<file path="src/rtl/mavg_chan_sched.sv">
// mavg_chan_sched
// ----------------------------------------------------------------------------
// One WINDOW-tap boxcar averager (sum >> log2(WINDOW)) time-shared round-robin
// among NCH sample channels. Each channel keeps its own circular write pointer,
// warm-up count, running accumulator and WINDOW-deep sample history. At most
// one sample is consumed per clock. The average appears in the output holding
// register one clock after acceptance, tagged with its channel index.
//
// Parameters:
//   WIDTH  - sample width (unsigned)
//   WINDOW - taps per channel, power of two, >= 2
//   NCH    - number of channels, >= 2
//
// Ports:
//   clk, rst    - clock, synchronous active-high reset
//   s_valid     - per-channel sample request
//   s_data      - channel i sample at [i*WIDTH +: WIDTH]
//   s_ready     - combinational one-hot grant
//   chan_clear  - per-channel window restart (wins over a same-cycle request)
//   m_valid     - output register holds a result
//   m_ready     - downstream accepts the result
//   m_data      - window average, WIDTH+log2(WINDOW) bits
//   m_chan      - channel index of m_data
//
// Optional build macro MAVG_SCHED_STATS_EN adds:
//   stall_clr   - clear the stall counter (priority over increment)
//   stall_cnt   - saturating count of cycles with a request but no free slot
//
// Handshake: a transfer occurs on a rising edge where valid && ready are both
// high. valid never depends on ready. On the output side, once m_valid rises
// m_valid/m_data/m_chan hold until m_ready is seen. On the input side s_ready
// is a combinational grant: at most one bit, and only while the output slot is
// free (empty, or being drained this cycle).
// ----------------------------------------------------------------------------
module mavg_chan_sched #(
  parameter int WIDTH  = 16,
  parameter int WINDOW = 4,
  parameter int NCH    = 4
) (
  input  logic                               clk,
  input  logic                               rst,
`ifdef MAVG_SCHED_STATS_EN
  input  logic                               stall_clr,
  output logic [15:0]                        stall_cnt,
`endif
  input  logic [NCH-1:0]                     s_valid,
  input  logic [NCH*WIDTH-1:0]               s_data,
  output logic [NCH-1:0]                     s_ready,
  input  logic [NCH-1:0]                     chan_clear,
  output logic                               m_valid,
  input  logic                               m_ready,
  output logic [WIDTH+$clog2(WINDOW)-1:0]    m_data,
  output logic [$clog2(NCH)-1:0]             m_chan
);

  localparam int CW = $clog2(NCH);
  localparam int LG = $clog2(WINDOW);
  localparam int AW = WIDTH + LG;

  // Per-channel state
  logic [LG-1:0]    ptr_r  [NCH];
  logic [LG:0]      cnt_r  [NCH];
  logic [AW-1:0]    acc_r  [NCH];
  logic [WIDTH-1:0] hist_r [NCH][WINDOW];
  logic [CW-1:0]    rr_ptr;

  // Arbitration
  logic [NCH-1:0] eligible;
  logic           slot_free;
  logic           grant_any;
  logic [CW-1:0]  grant_idx;
  logic [CW-1:0]  cand;

  always_comb begin
    eligible  = s_valid & ~chan_clear;
    slot_free = !m_valid || m_ready;
    grant_any = 1'b0;
    grant_idx = '0;
    cand      = '0;
    // Walk offsets from the far end back toward rr_ptr; the last hit written
    // is the first eligible channel in round-robin order, so no early exit.
    for (int i = NCH - 1; i >= 0; i--) begin
      cand = CW'((int'(rr_ptr) + i) % NCH);
      if (eligible[cand]) begin
        grant_any = 1'b1;
        grant_idx = cand;
      end
    end
    if (!slot_free || rst) grant_any = 1'b0;
    s_ready = '0;
    if (grant_any) s_ready[grant_idx] = 1'b1;
  end

  // Shared datapath for the granted channel
  logic [WIDTH-1:0] g_data;
  logic [WIDTH-1:0] g_old;
  logic [AW-1:0]    g_sum;
  logic             g_out;

  always_comb begin
    g_data = '0;
    for (int i = 0; i < NCH; i++) begin
      if (grant_idx == CW'(i)) g_data = s_data[i*WIDTH +: WIDTH];
    end
    g_old = hist_r[grant_idx][ptr_r[grant_idx]];
    // The accumulator always equals the sum of the history, so the subtract
    // never underflows and AW bits hold a full window of full-scale samples.
    g_sum = acc_r[grant_idx] + AW'(g_data) - AW'(g_old);
    // This sample completes (or extends) a full window
    g_out = (cnt_r[grant_idx] >= (LG+1)'(WINDOW - 1));
  end

  always_ff @(posedge clk) begin
    if (rst) begin
      for (int c = 0; c < NCH; c++) begin
        ptr_r[c] <= '0;
        cnt_r[c] <= '0;
        acc_r[c] <= '0;
        for (int w = 0; w < WINDOW; w++) hist_r[c][w] <= '0;
      end
      rr_ptr  <= '0;
      m_valid <= 1'b0;
      m_data  <= '0;
      m_chan  <= '0;
    end else begin
      // A cleared channel is never granted in the same cycle, so these
      // writes never collide with the update below.
      for (int c = 0; c < NCH; c++) begin
        if (chan_clear[c]) begin
          ptr_r[c] <= '0;
          cnt_r[c] <= '0;
          acc_r[c] <= '0;
          for (int w = 0; w < WINDOW; w++) hist_r[c][w] <= '0;
        end
      end

      if (grant_any) begin
        acc_r[grant_idx]                    <= g_sum;
        hist_r[grant_idx][ptr_r[grant_idx]] <= g_data;
        ptr_r[grant_idx]                    <= ptr_r[grant_idx] + 1'b1;
        if (cnt_r[grant_idx] != (LG+1)'(WINDOW))
          cnt_r[grant_idx] <= cnt_r[grant_idx] + 1'b1;
        rr_ptr <= (grant_idx == CW'(NCH - 1)) ? '0 : grant_idx + 1'b1;
      end

      // A grant only happens with the slot free, so loading here never
      // overwrites an unconsumed result.
      if (grant_any && g_out) begin
        m_valid <= 1'b1;
        m_data  <= g_sum >> LG;
        m_chan  <= grant_idx;
      end else if (m_ready) begin
        m_valid <= 1'b0;
      end
    end
  end

`ifdef MAVG_SCHED_STATS_EN
  always_ff @(posedge clk) begin
    if (rst || stall_clr) begin
      stall_cnt <= '0;
    end else if (|s_valid && !slot_free && stall_cnt != 16'hFFFF) begin
      stall_cnt <= stall_cnt + 16'd1;
    end
  end
`endif

endmodule

</file>
<file path="config.mk">
export PLATFORM = sky130hd
export DESIGN_NAME = mavg_chan_sched
export DESIGN_NICKNAME = d
export VERILOG_FILES = /design/src/rtl/mavg_chan_sched.sv
export SDC_FILE = /design/constraint.sdc
export NUM_CORES = 1
export LEC_CHECK = 0
export BUFFER_PORTS_ARGS = -buffer_cell sky130_fd_sc_hd__clkbuf_2
export CORE_MARGIN = 10
export CORE_UTILIZATION = 35
export DETAILED_ROUTE_END_ITERATION = 8
export GPL_ROUTABILITY_DRIVEN = 0
export SYNTH_ARGS = -nofsm -noshare
export SYNTH_HDL_FRONTEND = slang
export SYNTH_SLANG_ARGS = --single-unit
</file>
<file path="constraint.sdc">
create_clock -name clk -period 13.14 [get_ports clk]
set_input_delay 1.314 -clock clk [delete_from_list [all_inputs] [get_ports clk]]
set_output_delay 1.314 -clock clk [all_outputs]
set_load 0.01 [all_outputs]
</file>
Word-level counts from Yosys, hierarchy flattened

Memory sizes are Yosys's and may differ from the RTL's.
Cells that the tools add are included.

Latch bits: 0
RAM bits: 348
Memories: 4
Memory bits (read-only): 0
Output and inout bits: 25
Register bits after elaboration: 21

Memory list:

| memory | depth | width | rd ports | clocked after memory_dff | write ports | RTL line | source |
|---|---|---|---|---|---|---|---|
| hist_r | 4     | 64    | 1        | 0                        | 5           | 64       | `logic [WIDTH-1:0] hist_r [NCH][WINDOW];` |
| acc_r  | 4     | 18    | 1        | 0                        | 5           | 63       | `logic [AW-1:0] acc_r [NCH];` |
| cnt_r  | 4     | 3     | 1        | 0                        | 5           | 62       | `logic [LG:0] cnt_r [NCH];` |
| ptr_r  | 4     | 2     | 1        | 0                        | 5           | 61       | `logic [LG-1:0] ptr_r [NCH];` |

Equal/unequal tests: 4
Add/sub/neg operators: 8
Magnitude comparators: 9
Reduce and logical (&&, ||, !) cells: 9
Multiply operators: 0
Shift-type cells: 0
Bitwise logic cells: 31
Muxes and demuxes: 82
Div/mod/pow operators: 0

Operators by type and width:

| kind                  | number |
|---|---|
| $mux W16              | 23 |
| $mux W18              | 4 |
| $mux W64              | 1 |
| $mux W1               | 33 |
| $bmux W16 S2          | 1 |
| $demux W16 S2         | 1 |
| $or A1 B1 Y1          | 28 |
| $add A18 B16 Y18      | 1 |
| $mux W2               | 9 |
| $sub A18 B16 Y18      | 1 |
| $lt A2 B3 Y1 const B  | 5 |
| $mux W3               | 4 |
| $bmux W1 S2           | 4 |
| $add A2 B1 Y2 const B | 3 |
| $add A2 B2 Y2 const B | 2 |
| $and A4 B4 Y4         | 1 |
| $eq A2 B2 Y1 const B  | 2 |
| $mux W4               | 1 |
| $not A4 Y4            | 1 |
| $add A3 B1 Y3 const B | 1 |
| $ge A3 B2 Y1 const B  | 1 |
| $ge A3 B3 Y1 const B  | 1 |
| $logic_and A1 B1 Y1   | 3 |
| $lt A3 B1 Y1 const B  | 1 |
| other kinds (9)       | 11 |

Depth between registers and ports, before layout

Gate-level depths: netlist of the first run.

Word-level depth: 15
Gate-level depth with buffers: 29

Worst setup path before layout of the first run

No wires, ideal clock.

Path type: input -> register
Start: input port chan_clear[1]
End: register m_data[8]
Data required time: 13.070 ns
Cell stages on the path: 28
Setup slack: 6.103 ns
Data arrival time: 6.966 ns
Path buffers: 6
Cell sequence: nand2b_1 -> and2_1 -> o21bai_1 -> inv_2 -> buf_6 -> buf_2 -> buf_1 -> buf_1 -> ha_1 -> clkbuf_1 -> nor2_1 -> a21oi_1 -> nor2_1 -> a21oi_1 -> nor2_1 -> a21oi_1 -> clkbuf_1 -> fa_1 -> inv_1 -> ha_1 -> nor2b_1 -> o31a_1 -> o21ai_1 -> a21oi_1 -> or4_1 -> and3_1 -> or3_1 -> a21oi_1

Word-level cells in the longest chain between the ends: 15
Elaborated cells between the ends (all ways): 39
Those cells by class: 2 x add/sub; 1 x order compare; 3 x eq/ne; 24 x mux; 3 x bitwise; 2 x reduce/logical; 4 x memory

RTL lines:

| item                          | RTL line | source |
|---|---|---|
| from (decl)                   | 49       | `input logic [NCH-1:0] chan_clear,` |
| $not A4 Y4 (*)                | 75       | `eligible = s_valid & ~chan_clear;` |
| $and A4 B4 Y4 (*)             | 75       |  |
| $bmux W1 S2                   | 84       | `if (eligible[cand]) begin` |
| $mux W1 (not written as such) | 84       |  |
| $mux W2 (3 in a row)          | 84       |  |
| $mux W2 (*)                   | 84       |  |
| named net grant_idx[0]        | 71       | `logic [CW-1:0] grant_idx;` |
| $logic_not A2 Y1              | 103      | `if (grant_idx == CW'(i)) g_data = s_data[i*WIDTH +: WIDTH];` |
| $mux W16 (4 in a row)         | 103      |  |
| $add A18 B16 Y18              | 108      | `g_sum = acc_r[grant_idx] + AW'(g_data) - AW'(g_old);` |
| $sub A18 B16 Y18              | 108      |  |
| to (signal assigned)          | 150      | `m_data <= g_sum >> LG;` |
| to (decl)                     | 52       | `output logic [WIDTH+$clog2(WINDOW)-1:0] m_data,` |

The timed path passes the listed nets; every way through them passes the cells marked *. The select of a mux whose other input is x is not followed.
A chain may end at the register's enable or synchronous reset.

==> flow_summary.yaml, run 1 <==
setup_path:
  cp-end-kind: "flop"
  arrival_ns: 8.37
  required_ns: 13.41
  worst-setup-path-type: "input pin to flop"
  cp-start-kind: "input pin"
  critPathMaxFanout: 54
route:
  first_pass_iters: 5
  vias: 13100
  post_drt_wl_per_cell_um: 21.3
  drt-initial-drc-count: 1148
  drt-vias-per-instance: 5.32
  wirelength_mm: 52.6
  ant_nets: 0
  drc: 0
cts:
  cts_buffer_depth: 3
  htree_levels: 2
  cts_tree: "done"
  ctsResizeCount: 0
  root_buffer: "clkbuf_16"
  hold_buffers: 0
  cts.sinks: 369
  cts_buffers: 40
  postCtsSetupBuffers: 0
  clk_latency_ns: 0.56
  cts.clk_slew.worst_paths_ns: 0.06
timing:
  drv_slew: 0
  max_freq_ghz: 0.123
  slew_headroom_pct: 21.4
  fin_crit_ns: 8.10
  rsz0062_at_grt: "no"
  setup_viol: 0
  hold_violations: 0
  period_share_pct: 61.6
  finalClockSkew_ns: 0.0286
  whs_ns: 0.483
  tightest_slew_ns: 1.18
  setup_tns_ns: 0
pwr:
  switchingPower_mw: 1.73
  seqPwrFrac_pct: 34.1
  pwr_density_cell_mw_per_mm2: 209
  combPwrFrac_pct: 40.0
  intPower_mw: 2.60
  ir_drop_mv: 0.157
  leakagePower_nw: 8.07
  clockPowerShare_pct: 25.8
  p_sw_share_pct: 39.9
  p_total_mw: 4.33
synth:
  yosysSeqAreaShare_pct: 59.6
  netlist_instances: 1698
  yosys.area.top_type: "edfxtp_1"
  synthTopCellsByArea: "edfxtp_1, nor2_1, mux2i_1"
  synthesis.area_sq_mm: 0.0182
  yosysUniqueCellTypes: 60
  synth_top_area_share_pct: 57.3
  synth-seq-cells: 369
  avgSynthCellArea_sq_um: 10.7
  ys_warn_count: 0
finish:
  most-common-layout-cells: "nor2_1, edfxtp_1, nand2_1"
  layout.nets: 1872
  fin_util_pct: 40.3
  drive_gt1_share_pct: 12.4
  fillCellCount: 4943
  final_common_cell: "nor2_1"
  synthToLayoutAreaGrowth_pct: 13.6
placement:
  hpwl_mm: 33.7
  portBuffers: 97
flow_run:
  drv_cap: 0
floorplanning:
  die_height_um: 248
  core_area_sq_mm: 0.0514
  io-pin-count: 100
  initial_utilization_pct: 35.5
  die_w_um: 248
  fp.dieArea_sq_mm: 0.0616
  std_cell_rows: 83
global_route:
  track_usage_pct: 16.8
  overflow: 0
  grt_max_degree: 72
  grt_antenna_before_repair: 0
  grt_pass1_vias: 13000
  grt_pass1_wl_mm: 79.1
min_path:
  hold_class: "flop to flop"
status:
  outcome: "finished, final reports clean"
==> power by group through the flow <==
stage | sequential (mW) | clock [mW] | combinational [mW]
floorplan | 1.50 | 0 | 1.14
global placement | 1.50 | 0 | 1.69
detailed placement | 1.50 | 0 | 1.71
CTS | 1.48 | 1.13 | 1.72
global route | 1.49 | 1.17 | 1.90
finish | 1.48 | 1.12 | 1.73
==> cells by family (layout without fill, tap and decap cells) <==
group | Yosys count | in the layout | synth area share [%]
and+or+nand+nor | 701 | 701 | 16.2
DFF | 369 | 369 | 59.6
AOI/OAI and AO/OA | 290 | 290 | 10.1
buffers and inverters | 175 | 260 | 3.94
muxes | 103 | 103 | 5.75
adders and majority gates | 45 | 45 | 3.75
xor gates and xnor gates | 14 | 14 | 0.673
other | 1 | 3 | 0.0206
==> cell usage after synthesis (all sizes together) <==
library cell and instances:
nor2 442, edfxtp 348, nand2 134, a21oi 118
mux2i 103, clkbuf 93, a211oi 86, nor2b 54
inv 53, o21ai 40, buf 29, ha 29
dfxtp 21, nand3 19, or3 18, a311oi 17
fa 16, and3 15, xnor2 7, xor2 7
nand2b 6, a22oi 4, o31ai 4, a21o 3
a31oi 3, nor3 3, a21boi 2, a221oi 2
and2 2, and4 2, nor4 2, o21a 2
o21bai 2, or2 2, a2111oi 1, a311o 1
conb 1, nor3b 1, o2111ai 1, o211a 1
o211ai 1, o21ba 1, o31a 1, or4 1
==> registers in the layout (all words and copies together), names as in the netlist <==
name,count
acc_r,72
cnt_r,12
rr_ptr,2
m_chan,2
hist_r,256
ptr_r,8
m_valid,1
m_data,16
==> metal layers <==
| layer | vias up | global-route usage, % | share of wire (%) | wire, um |
|---|---|---|---|---|
| li1 | 6092 | - | - | - |
| met4 | 0 | 6.13 | 3.3 | 1720 |
| met1 | 6446 | 21.2 | 40 | 20900 |
| met2 | 492 | 28.9 | 50 | 26200 |
| met3 | 86 | 2.45 | 7.3 | 3850 |
| met5 | - | 0 | 0 | 0 |
==> worst max-delay path, cell delays in order <==
cell and delay (ns):
clkbuf_2 0.09, nand2b_1 0.17, a221oi_1 0.46, o21bai_4 0.07, buf_4 0.29, inv_4 0.41
buf_4 0.58, ha_1 1.04, nor2_1 0.11, a21oi_1 0.16, nor2_1 0.06, a21oi_1 0.14
nor2_1 0.06, a21oi_2 0.66, fa_1 0.59, inv_1 0.07, ha_1 0.23, a211oi_1 0.20
o21bai_1 0.10, a21oi_1 0.27, o31ai_1 0.20, a211oi_1 0.45, a21oi_1 0.16, xnor2_1 0.38
nor2_1 0.08
==> worst paths after layout <==
path / cells after the start / startpoint / end / slack [ns]
worst max-delay path: 25 / chan_clear[3] / acc_r[0][17]$_SDFFCE_PN0P_ / 5.04
worst min-delay path: 2 / m_data[15]$_SDFFE_PP0P_ / m_data[15]$_SDFFE_PP0P_ / 0.48
worst max register to register: 24 / rr_ptr[0]$_SDFFE_PP0P_ / acc_r[0][17]$_SDFFCE_PN0P_ / 5.63
worst min register to register: 2 / m_data[15]$_SDFFE_PP0P_ / m_data[15]$_SDFFE_PP0P_ / 0.48
==> layout make-up <==
type                    instances  area [sq um]  share of cell area [%]
clock inverters                25           229                    1.11
repair buffers                133           756                    3.65
flip-flops and latches        369         10900                    52.5
inverters                      53           204                   0.985
diodes                          1          2.50                  0.0121
clock buffers                  49          1070                    5.15
multi-input cells            1155          6720                    32.5
well taps                     680           851                    4.11
==> stage by stage <==
step	setup WS (ns)	cells	area (sq um)
final	5.04	2465	20700
after floorplan	6.10	1699	18200
after detailed placement	4.48	2390	19400
after global routing	4.46	2464	20700
after CTS	5.05	2464	20700
after global placement	4.60	2390	19400
(Power assumes the default switching activity.)
==> run 2: changes to the inputs <==
==> constraint.sdc (replaced) <==
create_clock -name clk -period 7.2 [get_ports clk]
set_input_delay 0.72 -clock clk [delete_from_list [all_inputs] [get_ports clk]]
set_output_delay 0.72 -clock clk [all_outputs]
set_load 0.01 [all_outputs]
==> flow_summary.yaml, run 2 (same netlist as run 1, synthesis figures left out) <==
status:
  outcome: "finished, final reports clean"
route:
  post_drt_wl_per_cell_um: 21.0
  first_pass_iters: 6
  vias: 13100
  drt-vias-per-instance: 5.31
  wirelength_mm: 51.8
  ant_nets: 0
  drt-initial-drc-count: 1239
  drc: 0
timing:
  fin_ws_ns: 1.20
  setup_tns_ns: 0
  hold_violations: 0
  drv_slew: 0
  rsz0062_at_grt: "no"
  max_freq_ghz: 0.167
  tightest_slew_ns: 1.06
  period_share_pct: 83.3
  fin_crit_ns: 6.00
  setup_viol: 0
  finalClockSkew_ns: 0.0266
  slew_headroom_pct: 29.3
floorplanning:
  io-pin-count: 100
  initial_utilization_pct: 35.5
  die_height_um: 248
  fp.dieArea_sq_mm: 0.0616
  core_area_sq_mm: 0.0514
  die_w_um: 248
  std_cell_rows: 83
min_path:
  hold_class: "flop to flop"
  hold_depth: 2
  hold_path_startpoint: "m_data[3]$_SDFFE_PP0P_"
  hold-path-endpoint: "m_data[3]$_SDFFE_PP0P_"
cts:
  root_buffer: "clkbuf_16"
  clk_latency_ns: 0.57
  cts_tree: "done"
  postCtsSetupBuffers: 0
  cts.sinks: 369
  cts.clk_slew.worst_paths_ns: 0.06
  hold_buffers: 0
  cts_buffer_depth: 3
  htree_levels: 2
  ctsResizeCount: 0
  cts_buffers: 41
setup_path:
  critical_path.max_stage_delay_ns: 0.58
  worst-setup-path-type: "flop to flop"
  r2r_slack_ns: 1.20
  worstPathCellList: "inv_1 -> a221oi_1 -> o21bai_4 -> inv_4 -> mux2i_1 -> mux2i_4 -> buf_12 -> a211oi_1 -> a311oi_1 -> a21oi_1 -> fa_1 -> inv_1 -> ha_1 -> a211oi_1 -> o21bai_1 -> a21oi_1 -> o31ai_1 -> a211oi_1 -> a21oi_1 -> xnor2_1 -> nor2_1"
  cp-end-kind: "flop"
  rr_endpoint: "acc_r[1][17]$_SDFFCE_PN0P_"
  cp-start-kind: "flop"
  regToRegStartpoint: "rr_ptr[0]$_SDFFE_PP0P_"
  critPathMaxFanout: 54
  crit_slowest_cell: "fa_1"
  reg2reg_depth: 21
  required_ns: 7.47
  arrival_ns: 6.27
finish:
  final_common_cell: "nor2_1"
  antenna_cells: 0
  reg_top3: "hist_r x256, acc_r x72, m_data x16"
  synthToLayoutAreaGrowth_pct: 14.0
  most-common-layout-cells: "nor2_1, edfxtp_1, nand2_1"
  layout.nets: 1878
  largest_reg_flops: 256
  drive_gt1_share_pct: 12.8
  fin_cells: 2468
  regMostFlops: "hist_r"
flow_run:
  drv_cap: 0
global_route:
  grt_max_degree: 89
  track_usage_pct: 16.6
  overflow: 0
  grt_pass1_wl_mm: 78.0
  grt_pass1_vias: 12900
  grt_antenna_before_repair: 0
placement:
  portBuffers: 97
  dp_cells: 2395
  post-place-ws_ns: 0.749
  hpwl_mm: 33.4
pwr:
  ir_drop_mv: 0.249
  leakagePower_nw: 8.12
  pwr_density_cell_mw_per_mm2: 384
-- run 2: cell types whose count changed in the layout (fill, tap and decap cells not counted), sizes merged --
cell | before | now
clkinv | 17 | 11
buf | 36 | 41
clkbuf | 146 | 150
bufinv | 3 | 5
clkinvlp | 1 | 0
diode | 1 | 0
-- run 2: where the power goes --
group	total, mW	switching (mW)	internal, mW
clock	2.10	0.855	1.24
combinational	3.18	2.21	0.975
sequential	2.70	0.0741	2.63
-- run 2: cell type report --
| type | instances | area (sq um) |
|---|---|---|
| clock buffer | 53 | 1080 |
| sequential | 369 | 10900 |
| timing repair buffer | 138 | 818 |
| multi-input combinational | 1155 | 6720 |
| clock inverter | 20 | 234 |
| tap | 680 | 851 |
| fill | 4984 | 30600 |
| inverter | 53 | 204 |
-- run 2: metal layers --
layer	wire [um]	GRT usage, %	vias up	share of wire (%)
met1	21000	21.0	6466	40
met5	0	0	-	0
met3	3370	2.19	82	6.5
met4	1570	5.92	0	3.0
li1	-	-	6090	-
met2	25900	28.8	455	50
-- run 2: stage by stage --
step	total power [mW]	instance area, sq um	util (%)	hold WS (ns)
3_5_place_dp	5.87	19500	37.9	0.475
4_1_cts	7.97	20800	40.4	0.483
5_1_grt	8.39	20800	40.4	0.505
6_report	7.98	20800	40.4	0.483
2_1_floorplan	4.81	18200	-	0.493
3_3_place_gp	5.82	19500	37.9	0.470
-- run 2: worst max path at each step --
stage | to | start | slack, ns
after floorplan | m_data[8]$_SDFFE_PP0P_ | chan_clear[1] | 0.76
after global placement | acc_r[0][17]$_SDFFCE_PN0P_ | s_valid[0] | 0.76
after detailed placement | acc_r[1][17]$_SDFFCE_PN0P_ | chan_clear[1] | 0.75
after CTS | acc_r[1][17]$_SDFFCE_PN0P_ | rr_ptr[0]$_SDFFE_PP0P_ | 1.28
after global routing | acc_r[1][17]$_SDFFCE_PN0P_ | chan_clear[1] | 0.83
final | acc_r[1][17]$_SDFFCE_PN0P_ | rr_ptr[0]$_SDFFE_PP0P_ | 1.20
-- run 2: critical path, delay by kind of cell (launching register included) --
kind | cells | cell delay [ns]
XOR/XNOR | 1 | 0.41
flip-flops | 1 | 0.36
adder cells (fa/ha/maj) | 2 | 0.86
multiplexers | 2 | 0.63
AO/OA/AOI/OAI | 11 | 2.61
AND/OR/NAND/NOR | 1 | 0.07
buffers and inverters | 4 | 0.73
